$ cat config.mk
export PLATFORM = sky130hd
export DESIGN_NAME = mem_stage
export DESIGN_NICKNAME = d
export VERILOG_FILES = /design/src/rtl/mem_stage.sv
export SDC_FILE = /design/constraint.sdc
export NUM_CORES = 1
export LEC_CHECK = 0
export ABC_AREA = 1
export ABC_CLOCK_PERIOD_IN_PS = 1490
export BUFFER_PORTS_ARGS = -buffer_cell sky130_fd_sc_hd__buf_4
export CORE_UTILIZATION = 40
export CTS_BUF_LIST = sky130_fd_sc_hd__clkbuf_4
export DETAILED_ROUTE_END_ITERATION = 8
export PLACE_DENSITY = 0.73
export REMOVE_ABC_BUFFERS = 1
export SLEW_MARGIN = 0
export SYNTH_ARGS = -nofsm -noshare
export SYNTH_HDL_FRONTEND = slang
export SYNTH_SLANG_ARGS = --single-unit
export TNS_END_PERCENT = 100
$ cat constraint.sdc
create_clock -name clk -period 1.49 [get_ports clk]
set_input_delay 0.0745 -clock clk [delete_from_list [all_inputs] [get_ports clk]]
set_output_delay 0.0745 -clock clk [all_outputs]
set_load 0.05 [all_outputs]
$ cat src/rtl/mem_stage.sv
// ---------------------------------------------------------------------------
// mem_stage -- memory-access stage of the 5-stage RISC-V pipeline.
//
// Takes the EX/MEM register fields (ALU result, store data, rd, control bits),
// drives the processor side of the data cache, freezes the front of the
// pipeline while a cache access is outstanding, and registers the write-back
// value into the MEM/WB register.
//
// Ports
//   clk, rst_n        clock, asynchronous active-low reset
//   alu_result_in     byte address for loads/stores, result for ALU ops
//   second_opr_in     store data (rs2)
//   rd_in             destination register
//   memrd_in/memwr_in load / store
//   mem2reg_in        write-back selects memory data
//   regwr_in          register write enable
//   dmem_read/write   cache request (read wins if both set)
//   dmem_addr         word address to the cache
//   dmem_wdata        store data to the cache
//   dmem_rdata        load data from the cache, valid when dmem_stall=0
//   dmem_stall        cache busy, combinational from the request
//   stall_out         freezes PC, IF/ID, ID/EX and EX/MEM
//   wb_data_out       registered write-back value
//   rd_out            registered rd
//   regwr_out         registered write enable
//   misalign_err      one-cycle pulse on a misaligned access
//   stall_cnt         saturating count of cycles with stall_out high
//   dbg_busy          FSM state (1 = BUSY), for observation only
//
// Handshake: a request is presented when dmem_read or dmem_write is high.
// The cache accepts and completes it in the same cycle when dmem_stall is
// low; while dmem_stall is high the request (address, data, direction) is
// held stable until the first cycle in which dmem_stall is low, which is the
// completion cycle. dmem_stall is meaningless when no request is presented.
// ---------------------------------------------------------------------------
module mem_stage #(
  parameter int BIT_W = 32,
  parameter int CNT_W = 16
) (
  input  logic               clk,
  input  logic               rst_n,
  input  logic [BIT_W-1:0]   alu_result_in,
  input  logic [BIT_W-1:0]   second_opr_in,
  input  logic [4:0]         rd_in,
  input  logic               memrd_in,
  input  logic               memwr_in,
  input  logic               mem2reg_in,
  input  logic               regwr_in,
  output logic               dmem_read,
  output logic               dmem_write,
  output logic [BIT_W-3:0]   dmem_addr,
  output logic [BIT_W-1:0]   dmem_wdata,
  input  logic [BIT_W-1:0]   dmem_rdata,
  input  logic               dmem_stall,
  output logic               stall_out,
  output logic [BIT_W-1:0]   wb_data_out,
  output logic [4:0]         rd_out,
  output logic               regwr_out,
  output logic               misalign_err,
  output logic [CNT_W-1:0]   stall_cnt,
  output logic               dbg_busy
);

  typedef enum logic {
    IDLE = 1'b0,
    BUSY = 1'b1
  } state_e;

  state_e state_q, state_d;

  // Latched copy of the request that missed; the only source in BUSY.
  logic             req_rd_q,     req_rd_d;
  logic             req_wr_q,     req_wr_d;
  logic [BIT_W-1:0] req_alu_q,    req_alu_d;
  logic [BIT_W-1:0] req_wdata_q,  req_wdata_d;
  logic [4:0]       req_rdidx_q,  req_rdidx_d;
  logic             req_m2r_q,    req_m2r_d;
  logic             req_rw_q,     req_rw_d;

  // MEM/WB register and status flops.
  logic [BIT_W-1:0] wb_data_q,    wb_data_d;
  logic [4:0]       rd_q,         rd_d;
  logic             regwr_q,      regwr_d;
  logic             misalign_q,   misalign_d;
  logic [CNT_W-1:0] stall_cnt_q,  stall_cnt_d;

  // Decode of the incoming instruction.
  logic mem_op;
  logic aligned;
  logic access;
  logic misalign_now;

  // Currently selected source (inputs in IDLE, latched copy in BUSY).
  logic             cur_active;
  logic             cur_rd;
  logic             cur_wr;
  logic [BIT_W-1:0] cur_alu;
  logic [BIT_W-1:0] cur_wdata;
  logic [4:0]       cur_rdidx;
  logic             cur_m2r;
  logic             cur_rw;
  logic             stall;

  assign mem_op       = memrd_in | memwr_in;
  assign aligned      = (alu_result_in[1:0] == 2'b00);
  assign access       = mem_op & aligned;
  assign misalign_now = (state_q == IDLE) & mem_op & ~aligned;

  // Source selection and next-state logic.
  always_comb begin
    state_d    = state_q;
    cur_active = 1'b0;
    cur_rd     = 1'b0;
    cur_wr     = 1'b0;
    cur_alu    = alu_result_in;
    cur_wdata  = second_opr_in;
    cur_rdidx  = rd_in;
    cur_m2r    = mem2reg_in;
    cur_rw     = regwr_in;

    unique case (state_q)
      IDLE: begin
        cur_active = access;
        cur_rd     = memrd_in;
        cur_wr     = memwr_in & ~memrd_in;
        if (access && dmem_stall) begin
          state_d = BUSY;
        end
      end
      BUSY: begin
        cur_active = 1'b1;
        cur_rd     = req_rd_q;
        cur_wr     = req_wr_q;
        cur_alu    = req_alu_q;
        cur_wdata  = req_wdata_q;
        cur_rdidx  = req_rdidx_q;
        cur_m2r    = req_m2r_q;
        cur_rw     = req_rw_q;
        if (!dmem_stall) begin
          state_d = IDLE;
        end
      end
      default: state_d = IDLE;
    endcase
  end

  // dmem_stall only matters while a request is actually presented.
  assign stall = cur_active & dmem_stall;

  // Request outputs are gated by rst_n so they drop the instant reset is
  // asserted, even if the upstream stage still presents a load/store.
  assign dmem_read  = rst_n & cur_active & cur_rd;
  assign dmem_write = rst_n & cur_active & cur_wr;
  assign dmem_addr  = cur_alu[BIT_W-1:2];
  assign dmem_wdata = cur_wdata;
  assign stall_out  = rst_n & stall;

  // Request latch: captured only on the IDLE cycle that first stalls.
  always_comb begin
    req_rd_d    = req_rd_q;
    req_wr_d    = req_wr_q;
    req_alu_d   = req_alu_q;
    req_wdata_d = req_wdata_q;
    req_rdidx_d = req_rdidx_q;
    req_m2r_d   = req_m2r_q;
    req_rw_d    = req_rw_q;
    if ((state_q == IDLE) && access && dmem_stall) begin
      req_rd_d    = memrd_in;
      req_wr_d    = memwr_in & ~memrd_in;
      req_alu_d   = alu_result_in;
      req_wdata_d = second_opr_in;
      req_rdidx_d = rd_in;
      req_m2r_d   = mem2reg_in;
      req_rw_d    = regwr_in;
    end
  end

  // MEM/WB update: a stall inserts a bubble (write enable low, data and rd
  // held); otherwise the selected instruction retires into the register.
  always_comb begin
    wb_data_d   = wb_data_q;
    rd_d        = rd_q;
    regwr_d     = 1'b0;
    misalign_d  = 1'b0;
    stall_cnt_d = stall_cnt_q;

    if (stall) begin
      if (stall_cnt_q != {CNT_W{1'b1}}) begin
        stall_cnt_d = stall_cnt_q + CNT_W'(1);
      end
    end else begin
      wb_data_d  = cur_m2r ? dmem_rdata : cur_alu;
      rd_d       = cur_rdidx;
      // x0 is never written; a misaligned access is squashed.
      regwr_d    = cur_rw & (cur_rdidx != 5'd0) & ~misalign_now;
      misalign_d = misalign_now;
    end
  end

  always_ff @(posedge clk or negedge rst_n) begin
    if (!rst_n) begin
      state_q      <= IDLE;
      req_rd_q     <= 1'b0;
      req_wr_q     <= 1'b0;
      req_alu_q    <= '0;
      req_wdata_q  <= '0;
      req_rdidx_q  <= '0;
      req_m2r_q    <= 1'b0;
      req_rw_q     <= 1'b0;
      wb_data_q    <= '0;
      rd_q         <= '0;
      regwr_q      <= 1'b0;
      misalign_q   <= 1'b0;
      stall_cnt_q  <= '0;
    end else begin
      state_q      <= state_d;
      req_rd_q     <= req_rd_d;
      req_wr_q     <= req_wr_d;
      req_alu_q    <= req_alu_d;
      req_wdata_q  <= req_wdata_d;
      req_rdidx_q  <= req_rdidx_d;
      req_m2r_q    <= req_m2r_d;
      req_rw_q     <= req_rw_d;
      wb_data_q    <= wb_data_d;
      rd_q         <= rd_d;
      regwr_q      <= regwr_d;
      misalign_q   <= misalign_d;
      stall_cnt_q  <= stall_cnt_d;
    end
  end

  assign wb_data_out  = wb_data_q;
  assign rd_out       = rd_q;
  assign regwr_out    = regwr_q;
  assign misalign_err = misalign_q;
  assign stall_cnt    = stall_cnt_q;
  assign dbg_busy     = (state_q == BUSY);

endmodule
* After elaboration in Yosys (flattened, before gate mapping)
Index checks and enable logic that the tools add are counted.
** Cells by class
- Bitwise operators :: 16
- Add/sub/neg operators :: 1
- Reduce and logical (&&, ||, !) cells :: 6
- Muxes and demuxes :: 14
- Equality and inequality tests :: 1
** Operators by type and width (number)
- $mux W32 :: 3
- $add A16 B1 Y16 const B :: 1
- $ne A16 B16 Y1 const B :: 1
- $and A1 B1 Y1 :: 11
- $pmux W1 S2 :: 4
- $mux W1 :: 6
- $mux W5 :: 1
- $reduce_bool A5 Y1 :: 1
- $not A1 Y1 :: 4
- $logic_and A1 B1 Y1 :: 3
- $logic_not A2 Y1 :: 1
- $reduce_and A2 Y1 :: 1
- $or A1 B1 Y1 :: 1
** Storage, ports and cells
- Flip-flop bits (word level) :: 129
- Logic and storage cells :: 51
- Output and inout port bits :: 121
- Input bits :: 108

* Depth between registers and ports, before layout
Gate-level depths: netlist (run 1).
- Depth after elaboration :: 6
- Depth in mapped cells :: 10
- Gate-level depth less buffers :: 9

* Least setup slack after synthesis (run 1)
OpenSTA, ideal clock, no wires.
- Path kind :: reg2reg
- From :: register state_q, in the netlist dbg_busy
- To :: register wb_data_q[19], in the netlist wb_data_out[19]
- Data arrival time :: 2.448 ns
- Clock period less this slack :: 2.514 ns
- Path buffers :: 2
- Slack :: -1.024 ns
- Stages on the path, launching flop included :: 8
- Setup time :: 0.066 ns
- Data required time :: 1.424 ns
- Cells stage by stage :: dfrtp_1 buf_4 clkbuf_1 o21ai_0 nand2_1 o21ai_0 nand2_1 nand2_1
** On the way
- Elaborated cells on any way between the ends :: 6
- Those cells by class :: mux (4); bitwise (2)
** RTL lines
- from (decl) :: line 69 : state_e state_q, state_d;
- from (signal assigned) :: line 216 : state_q <= state_d;
- $mux W32 :: line 121 : unique case (state_q)
- via dmem_addr[17] :: line 51 : output logic [BIT_W-3:0] dmem_addr,
- $mux W32 :: line 192 : wb_data_d = cur_m2r ? dmem_rdata : cur_alu;
- to (signal assigned) :: line 224 : wb_data_q <= wb_data_d;
- to (decl) :: line 81 : logic [BIT_W-1:0] wb_data_q, wb_data_d;
The timed path passes the listed nets, and every way through them passes these cells.
A chain may end at the register's enable or synchronous reset.

* Final worst setup path (run 1)
- From :: register state_q, in the netlist dbg_busy
- To :: output dmem_addr[6]
** On the way
- Longest elaborated chain between the ends :: 1
** RTL lines (line)
- $mux W32 :: 121
- to (decl) :: 51
No other way between the ends.

==> results of run 1 <==
## timing repair
item	in CTS	in global routing
endpoints found under the hold margin	250	0
pin swaps	22	53
buffers inserted	17	18
gates resized for setup	300	407
hold buffers	109	0
cloned	17	32
setup endpoints to repair	69	214
## tightest hold or removal path: stages
cell	delay, ns
dlygate4sd3_1	0.58
buf_6	0.17
buf_4	0.28
## cell families after synthesis
kind of cell    Yosys count  share of synthesized area
xor+xnor                  5                    0.00671
fa+ha+maj                 1                    0.00192
flops                   129                      0.495
simple gates            406                      0.244
compound gates          186                      0.146
buf+inv                 171                      0.107
## through the flow
| stage | cells | total power [W] |
|---|---|---|
| finish | 1554 | 0.0142 |
| CTS | 1503 | 0.0122 |
| detailed placement | 1328 | 0.00864 |
| floorplan | 853 | 0.00710 |
| global placement | 1328 | 0.00856 |
| global route | 1552 | 0.0145 |
## per-layer routing
metal | part of all wire | global-route usage
met5 | 0.00033 | 0
met4 | 0.095 | 0.185
met3 | 0.13 | 0.0779
met2 | 0.44 | 0.562
met1 | 0.33 | 0.385
## cell usage in the layout (no fill, tap or decap), types with 52 or more instances in the layout
| master | n |
|---|---|
| o21ai_1 | 52 |
| dfrtp_1 | 126 |
| nand2_2 | 81 |
| nand2_1 | 179 |
| buf_4 | 187 |
| buf_6 | 73 |
| nand2_4 | 89 |
| dlygate4sd3_1 | 108 |
| o21ai_2 | 95 |
| inv_1 | 124 |
## area by class of cell
type,count,share of cell area
repair inverters,1,0.00120
repair buffers,443,0.366
inverters,126,0.0365
well taps,216,0.0200
clock buffers,17,0.00945
multi-input cells,604,0.314
diodes,3,0.000556
clock inverters,15,0.0136
flip-flops and latches,129,0.239
## sequential cells by signal, indices dropped and copies added (netlist names)
name          count
dbg_busy          1
misalign_err      1
rd_out            5
regwr_out         1
req_alu_q        32
req_m2r_q         1
req_rd_q          1
req_rdidx_q       5
req_rw_q          1
req_wdata_q      32
req_wr_q          1
stall_cnt        16
wb_data_out      32
## power by group
group	total, W	internal [W]	switching, W	leakage, nW
logic	0.00648	0.00255	0.00394	5.04
registers	0.00493	0.00411	0.000823	1.61
clock network	0.00280	0.00118	0.00162	0.159
total	0.0142	0.00783	0.00638	6.81
## worst paths after layout
check	cells after the start	slack (ns)	start	to
setup / recovery	3	-0.69	dbg_busy	dmem_addr[6]
setup reg to reg	9	-0.49	dbg_busy	rd_out[3]
min in group clk	8	0.20	alu_result_in[1]	wb_data_out[14]
hold reg to reg	2	0.51	wb_data_out[22]	wb_data_out[22]
max in group asynchronous	3	0.44	rst_n	rd_out[3]
hold / removal	3	0.14	rst_n	rd_out[4]
==> flow_summary.ini, run 1 <==
[global_routing]
grt_max_degree = 67
grt_usage = 0.331
overflow = 0
grt_pass1_vias = 8058
antenna_found_initial = 2
grt_pass1_wl_mm = 41.7

[timing]
clock_skew_ns = 0.0404
setup_slack_ns = -0.685
fin_crit_ns = 2.18
rsz0062_at_grt = yes
clock.fmax_mhz = 460
setup_viol_count_final = 194
drv_slew = 0
tightest_slew_ns = 0.947
finalHoldViolCount = 0
timing.final.crit_share = 1.46
slew_headroom = 0.369
setup_tns_ns = -69.94
hold_ws_ns = 0.138

[setup_path]
crit_type = register to output pin
cp_slowest_cell = dfrtp_4
cpPeakStageDelay_ns = 0.60
path_cells = buf_16 -> o21ai_2 -> buf_6
arrival_ns = 2.10
cp_top_family = flip-flops
worstPathRequired_ns = 1.42
crit_buf_inv = 2
crit_fanout = 20
startpoint_type = register
cp-end-kind = output pin

[status]
status = finished with violations
violations = setup timing

[yosys]
yosysWarnings = 0
synth.most_common_cell = nand2_1
synthCells = 898
synth_area_leader_cell = dfrtp_1
synth_cell_types = 26
netlist_area_um2 = 6520
yosysSeqAreaShare = 0.495
yosysTopAreaCellShare = 0.495
synthFlopType = dfrtp_1
synth_enable_flop_cells = 0
ys_ff_latch = 129
synth.area.top_cells = dfrtp_1, nand2_1, o21ai_0
async_reset_ff_frac = 1.00
syn_avg_cell_area_um2 = 7.26
yosys-top-cells-count = nand2_1, o21ai_0, dfrtp_1

[routing]
drtIter0Drc = 1209
drt_wl_total_mm = 39.9
vias_per_cell = 5.96
wl_per_cell_um = 25.7
detail-route-antenna-nets = 0
drcViolationCount = 0
dr.pass1.iters = 6
num_vias = 9265

[final_layout]
synthToLayoutAreaGrowth_pct = 107
nets = 1431
multiInputGateArea_um2 = 4240
fillers = 699
final_design_area_no_fill_um2 = 13500
regArea_um2 = 3230
fin_util = 0.850
final_layout_size_suffix_gt1_frac = 0.509

[clock_tree]
cts_tree = yes
htreeDepth = 4
cts_made_buffers = 17
clockRootBuffer = clkbuf_4
cts_buffer_depth = 2
clock_latency_ns = 0.60
cts.sinks = 129
clkTransAtPathRegs_ns = 0.14

[place]
pre_cts_ws_ns = 0.0115
port_buffers = 228
placed_area_um2 = 8610
dp_hpwl_mm = 13.1
gp_congestion = 0.821

[floorplan]
initial_utilization = 0.411
io_pins = 229
core-area_um2 = 15900
die_x_um = 130
dieArea_um2 = 16800
die_h_um = 130
rows = 46

[power_and_ir_drop]
p_per_area_nw_per_um2 = 1050
p_leak_nw = 6.81
max-vdd-ir-drop_uv = 766

[flow_run]
drv_cap = 0

[hold_path]
hold_class = input pin to asynchronous set/reset pin
(Power assumes the default switching activity.)
==> run 2: changes to the inputs <==
--- a/config.mk
+++ b/config.mk
@@ -5,7 +5,6 @@
 export SDC_FILE = /design/constraint.sdc
 export NUM_CORES = 1
 export LEC_CHECK = 0
-export ABC_AREA = 1
 export ABC_CLOCK_PERIOD_IN_PS = 1490
 export BUFFER_PORTS_ARGS = -buffer_cell sky130_fd_sc_hd__buf_4
 export CORE_UTILIZATION = 40
==> run 2 against run 1 <==
The flow still finishes with violations (setup timing). Sequential power fell by 5.5%. Cell count decreased by 27%. Clock-buffer cell count up 4. Synthesized cell count is 46% lower. First-iteration DRC count fell by 84%. Critical path depth is 1 higher. Area after synthesis rose by 1.1%. Final area decreased by 15%. Die area grew 1.0%. Via count decreased by 38%. Fmax rose by 9.4%. Clock power down 17%. Critical endpoint is now dmem_addr[19].
==> flow_summary.ini, run 2 <==
[status]
status = finished with violations
violations = setup timing

[yosys]
synthCells = 486
synth_area_leader_cell = dfrtp_1
syn_avg_cell_area_um2 = 13.6
synth.most_common_cell = dfrtp_1
synth.area.top_cells = dfrtp_1, mux2_4, mux2_2
yosysTopAreaCellShare = 0.490
synth_enable_flop_cells = 0
async_reset_ff_frac = 1.00
yosysWarnings = 0
yosys-top-cells-count = dfrtp_1, mux2_4, mux2_2
netlist_area_um2 = 6590
synthFlopType = dfrtp_1
synth_cell_types = 39
yosysSeqAreaShare = 0.490
ys_ff_latch = 129

[clock_tree]
clkTransAtPathRegs_ns = 0.10
htreeDepth = 4
cts.sinks = 129
cts_buffer_depth = 2
cts_made_buffers = 17
clockRootBuffer = clkbuf_4
cts_tree = yes
clock_latency_ns = 0.54

[timing]
clock.fmax_mhz = 503
fin_crit_ns = 1.99
setup_slack_ns = -0.498
finalHoldViolCount = 0
tightest_slew_ns = 0.352
drv_slew = 0
timing.final.crit_share = 1.33
rsz0062_at_grt = yes
slew_headroom = 0.765
setup_viol_count_final = 192
clock_skew_ns = 0.0233

[setup_path]
crit_fanout = 10
arrival_ns = 1.91
crit_type = register to output pin
startpoint_type = register
cp-end-kind = output pin
worstPathRequired_ns = 1.42

[power_and_ir_drop]
fin_total_pwr_w = 0.0124
clkPwrFrac = 0.187
p_leak_nw = 5.34
internal-power_w = 0.00780
power_frac_seq = 0.377
max-vdd-ir-drop_uv = 990
p_per_area_nw_per_um2 = 1080
p_sw_frac = 0.369
comb_power_share = 0.436
p_sw_w = 0.00456

[place]
placedCellCount = 958
gp_congestion = 0.800
dp_hpwl_mm = 12.4
port_buffers = 228

[floorplan]
dieArea_um2 = 17000
io_pins = 229
die_x_um = 130
core-area_um2 = 16000
die_h_um = 130
rows = 46
initial_utilization = 0.412

[final_layout]
fin_cells = 1137
nets = 1017
synthToLayoutAreaGrowth_pct = 74.3
final_cell_mix = buf_4, dfrtp_1, dlygate4sd3_1
final_layout_size_suffix_gt1_frac = 0.584
final_common_cell = buf_4

[routing]
wl_per_cell_um = 19.5
drtIter0Drc = 199
dr.pass1.iters = 6
num_vias = 5700
detail-route-antenna-nets = 0
drt_wl_total_mm = 22.1
drcViolationCount = 0
vias_per_cell = 5.01

[global_routing]
grt_pass1_wl_mm = 33.6
overflow = 0
grt_usage = 0.264
antenna_found_initial = 1
grt_max_degree = 63
grt_pass1_vias = 6473

[flow_run]
drv_cap = 0

[hold_path]
hold_class = input pin to register
run 2: cell count changes after synthesis, moves of 17 or more:
cell,change
nor2_1,-23
mux2_2,+63
buf_2,-17
mux2_4,+69
nand2_1,-300
o21ai_0,-138
inv_1,-122
mux2i_1,+38
run 2: final timing paths:
| path | startpoint | to | slack [ns] | cells past startpoint |
|---|---|---|---|---|
| setup / recovery | dbg_busy | dmem_addr[19] | -0.50 | 4 |
| hold / removal | alu_result_in[1] | wb_data_out[1] | 0.15 | 6 |
| setup reg to reg | dbg_busy | wb_data_out[17] | -0.38 | 9 |
| hold reg to reg | wb_data_out[6] | wb_data_out[6] | 0.50 | 2 |
| max in group asynchronous | rst_n | req_alu_q[13] | 0.28 | 5 |
| min in group asynchronous | rst_n | req_alu_q[9] | 0.64 | 4 |
run 2: layout make-up:
class,instances,area (um2)
Clock inverter,10,93.8
Timing Repair Buffer,432,4430
Clock buffer,21,158
Multi-Input combinational cell,325,3300
Inverter,3,11.3
Tap cell,216,270
Antenna cell,1,2.50
Sequential cell,129,3230
Fill cell,1036,4510
run 2: what timing repair did:
action	4_1_cts	5_1_grt
setup endpoints to repair	187	193
setup buffers	23	7
hold endpoints to repair	242	0
gates cloned	13	1
gates resized for setup	168	46
pin swaps	17	3
hold buffers	109	0
run 2: cell families (layout without fill, tap and decap cells):
| logic type | after synthesis | count (layout) | share of synthesized area |
|---|---|---|---|
| xor+xnor | 14 | 14 | 0.0186 |
| fa+ha+maj | 1 | 1 | 0.00190 |
| simple gates | 89 | 89 | 0.0723 |
| mux | 171 | 171 | 0.326 |
| other cells | 0 | 1 | 0 |
| compound gates | 50 | 50 | 0.0418 |
| flops | 129 | 129 | 0.490 |
| buf+inv | 32 | 466 | 0.0499 |
run 2: per-stage QoR:
stage	setup slack, ns	hold slack [ns]	instance area, um2	setup TNS [ns]	utilization
floorplan	-4.10	-0.221	6270	-434.16	-
global placement	-0.150	-0.0540	8840	-7.88	0.552
detailed placement	-0.232	-0.0496	8840	-12.44	0.552
CTS	-0.542	0.0268	11300	-60.30	0.708
global route	-0.593	0.124	11500	-75.79	0.718
finish	-0.498	0.153	11500	-61.05	0.718
run 2: worst max-delay path: stages (launching register included):
cell,delay [ns]
dfrtp_4,0.50
buf_8,0.15
bufbuf_16,0.28
mux2_2,0.30
buf_6,0.16
run 2: power by group through the flow:
stage,Clock (W),Combinational (W),Sequential (W)
after floorplan,0,0.00209,0.00543
after global placement,0,0.00430,0.00462
after detailed placement,0,0.00439,0.00465
after CTS,0.00237,0.00524,0.00462
after global routing,0.00253,0.00563,0.00472
final,0.00232,0.00539,0.00466
run 2: layer usage:
layer | share of wire | track usage | wire length (um) | vias up
li1 | - | - | - | 2586
met1 | 0.39 | 0.287 | 8590 | 2875
met2 | 0.54 | 0.488 | 11900 | 203
met3 | 0.056 | 0.0708 | 1240 | 36
met4 | 0.019 | 0.101 | 431 | 0
met5 | 0 | 0 | 0 | -
==> run 3: changes to the inputs <==
--- a/config.mk
+++ b/config.mk
@@ -10,10 +10,11 @@
 export CORE_UTILIZATION = 40
 export CTS_BUF_LIST = sky130_fd_sc_hd__clkbuf_4
 export DETAILED_ROUTE_END_ITERATION = 8
+export HOLD_SLACK_MARGIN = 0.15
 export PLACE_DENSITY = 0.73
 export REMOVE_ABC_BUFFERS = 1
 export SLEW_MARGIN = 0
 export SYNTH_ARGS = -nofsm -noshare
 export SYNTH_HDL_FRONTEND = slang
 export SYNTH_SLANG_ARGS = --single-unit
-export TNS_END_PERCENT = 100
+export TNS_END_PERCENT = 5
==> run 3 against run 2 <==
The flow still finishes with violations (setup timing). Clock skew is 0.0044 ns lower. Clock power hardly changed. Cell count is 2.9% lower. Hold slack better by 0.047 ns. Die area stayed put. Via count is 4.8% lower. Fmax is 0.31% higher. Non-clock buffer count is 33 lower. Critical endpoint is now dmem_wdata[17]. Largest power group unchanged.
==> flow_summary.ini, run 3 (synthesized netlist as in run 2, its figures left out) <==
[setup_path]
crit_fanout = 10
reg2reg_slack_ns = -0.29
worstPathRequired_ns = 1.42
crit_type = register to output pin
arrival_ns = 1.91
startpoint_type = register
cp-end-kind = output pin

[routing]
drt_wl_total_mm = 19.7
wl_per_cell_um = 17.9
drtIter0Drc = 193
vias_per_cell = 4.91
drcViolationCount = 0
detail-route-antenna-nets = 0
num_vias = 5426
dr.pass1.iters = 6

[final_layout]
final_layout_size_suffix_gt1_frac = 0.529
final_cell_mix = buf_4, dfrtp_1, dlygate4sd3_1
nets = 984
fillers = 1142
fin_cells = 1104
multiInputGateArea_um2 = 3110
regArea_um2 = 3230
final_common_cell = buf_4
synthToLayoutAreaGrowth_pct = 61.2

[timing]
drv_slew = 0
hold_ws_ns = 0.200
clock_skew_ns = 0.0190
slew_headroom = 0.764
rsz0062_at_grt = yes
setup_slack_ns = -0.492
setup_tns_ns = -48.39
timing.final.crit_share = 1.33
fin_crit_ns = 1.98
setup_viol_count_final = 176
clock.fmax_mhz = 504
tightest_slew_ns = 0.354
finalHoldViolCount = 0

[global_routing]
grt_max_degree = 63
overflow = 0
grt_pass1_vias = 6072
grt_pass1_wl_mm = 30.5
antenna_found_initial = 1
grt_usage = 0.237

[floorplan]
die_x_um = 130
core-area_um2 = 16000
rows = 46
io_pins = 229
initial_utilization = 0.412
dieArea_um2 = 17000
die_h_um = 130

[place]
dp_hpwl_mm = 12.4
port_buffers = 228
gp_congestion = 0.800
pre_cts_ws_ns = -0.232
placedCellCount = 958

[power_and_ir_drop]
p_leak_nw = 4.99
p_per_area_nw_per_um2 = 1120
max-vdd-ir-drop_uv = 983
comb_power_share = 0.416
clkPwrFrac = 0.194
p_sw_frac = 0.369
power_frac_seq = 0.390
p_sw_w = 0.00440
internal-power_w = 0.00752
fin_total_pwr_w = 0.0119

[flow_run]
drv_cap = 0

[clock_tree]
clock_latency_ns = 0.53
cts_buffer_depth = 2
clockRootBuffer = clkbuf_4
cts_tree = yes
clkTransAtPathRegs_ns = 0.10
cts_made_buffers = 17
htreeDepth = 4
cts.sinks = 129

[status]
violations = setup timing
status = finished with violations

[hold_path]
hold_class = input pin to register
==> run 3: cell types whose count changed in the layout (fill, tap and decap cells not counted), moves of 3 or more <==
cell     change
buf_16      -11
buf_12      -11
buf_6        -4
o21ai_2      -9
mux2i_2      -7
nand2_2      -7
nand2_1     +10
mux2i_4      -4
nand2_4      -3
mux2i_1     +11
o21ai_1      +7
buf_8        -6
==> run 3: repair_timing <==
item,in CTS,in global routing
gates cloned,1,0
hold buffers,110,0
endpoints found under the hold margin,253,0
pin swaps,5,4
buffers inserted,3,0
setup endpoints to repair,187,189
gates resized for setup,111,8
==> run 3: final timing paths <==
kind	start	cells after the start	to
max in group asynchronous	rst_n	5	req_wdata_q[28]
min in group asynchronous	rst_n	4	stall_cnt[8]
min	alu_result_in[1]	5	req_wr_q
min reg2reg	wb_data_out[12]	2	wb_data_out[12]
max	dbg_busy	4	dmem_wdata[17]
max reg2reg	dbg_busy	6	req_wdata_q[31]
==> run 3: cell type report <==
| cell class | count | share of cell area |
|---|---|---|
| Clock inverter | 10 | 0.00883 |
| Inverter | 3 | 0.00106 |
| Antenna cell | 1 | 0.000235 |
| Multi-Input combinational cell | 325 | 0.293 |
| Tap cell | 216 | 0.0254 |
| Sequential cell | 129 | 0.304 |
| Clock buffer | 21 | 0.0148 |
| Timing Repair Buffer | 399 | 0.353 |
==> run 3: power groups by stage <==
stage | clock network, W | registers (W) | logic [W]
floorplan | 0 | 0.00543 | 0.00209
global placement | 0 | 0.00462 | 0.00430
detailed placement | 0 | 0.00465 | 0.00439
CTS | 0.00237 | 0.00463 | 0.00491
global route | 0.00253 | 0.00472 | 0.00520
finish | 0.00231 | 0.00465 | 0.00495
==> run 3: critical path, cell delays in order (launching register included) <==
cell       delay [ns]
dfrtp_4          0.50
buf_8            0.15
bufbuf_16        0.28
mux2_2           0.30
buf_6            0.16
==> run 3: metrics by stage <==
step | utilization | area [um2]
after CTS | 0.663 | 10600
after floorplan | - | 6270
final | 0.664 | 10600
after global routing | 0.664 | 10600
after detailed placement | 0.552 | 8840
after global placement | 0.552 | 8840
==> run 3: metal layers <==
metal  routed length, um  up-vias  share of wire  GRT usage
li1                    -     2511              -          -
met1                7890     2701           0.40      0.263
met2               10300      185           0.52      0.431
met3                1130       29          0.057     0.0651
met4                 424        0          0.022     0.0892
met5                   0        -              0          0
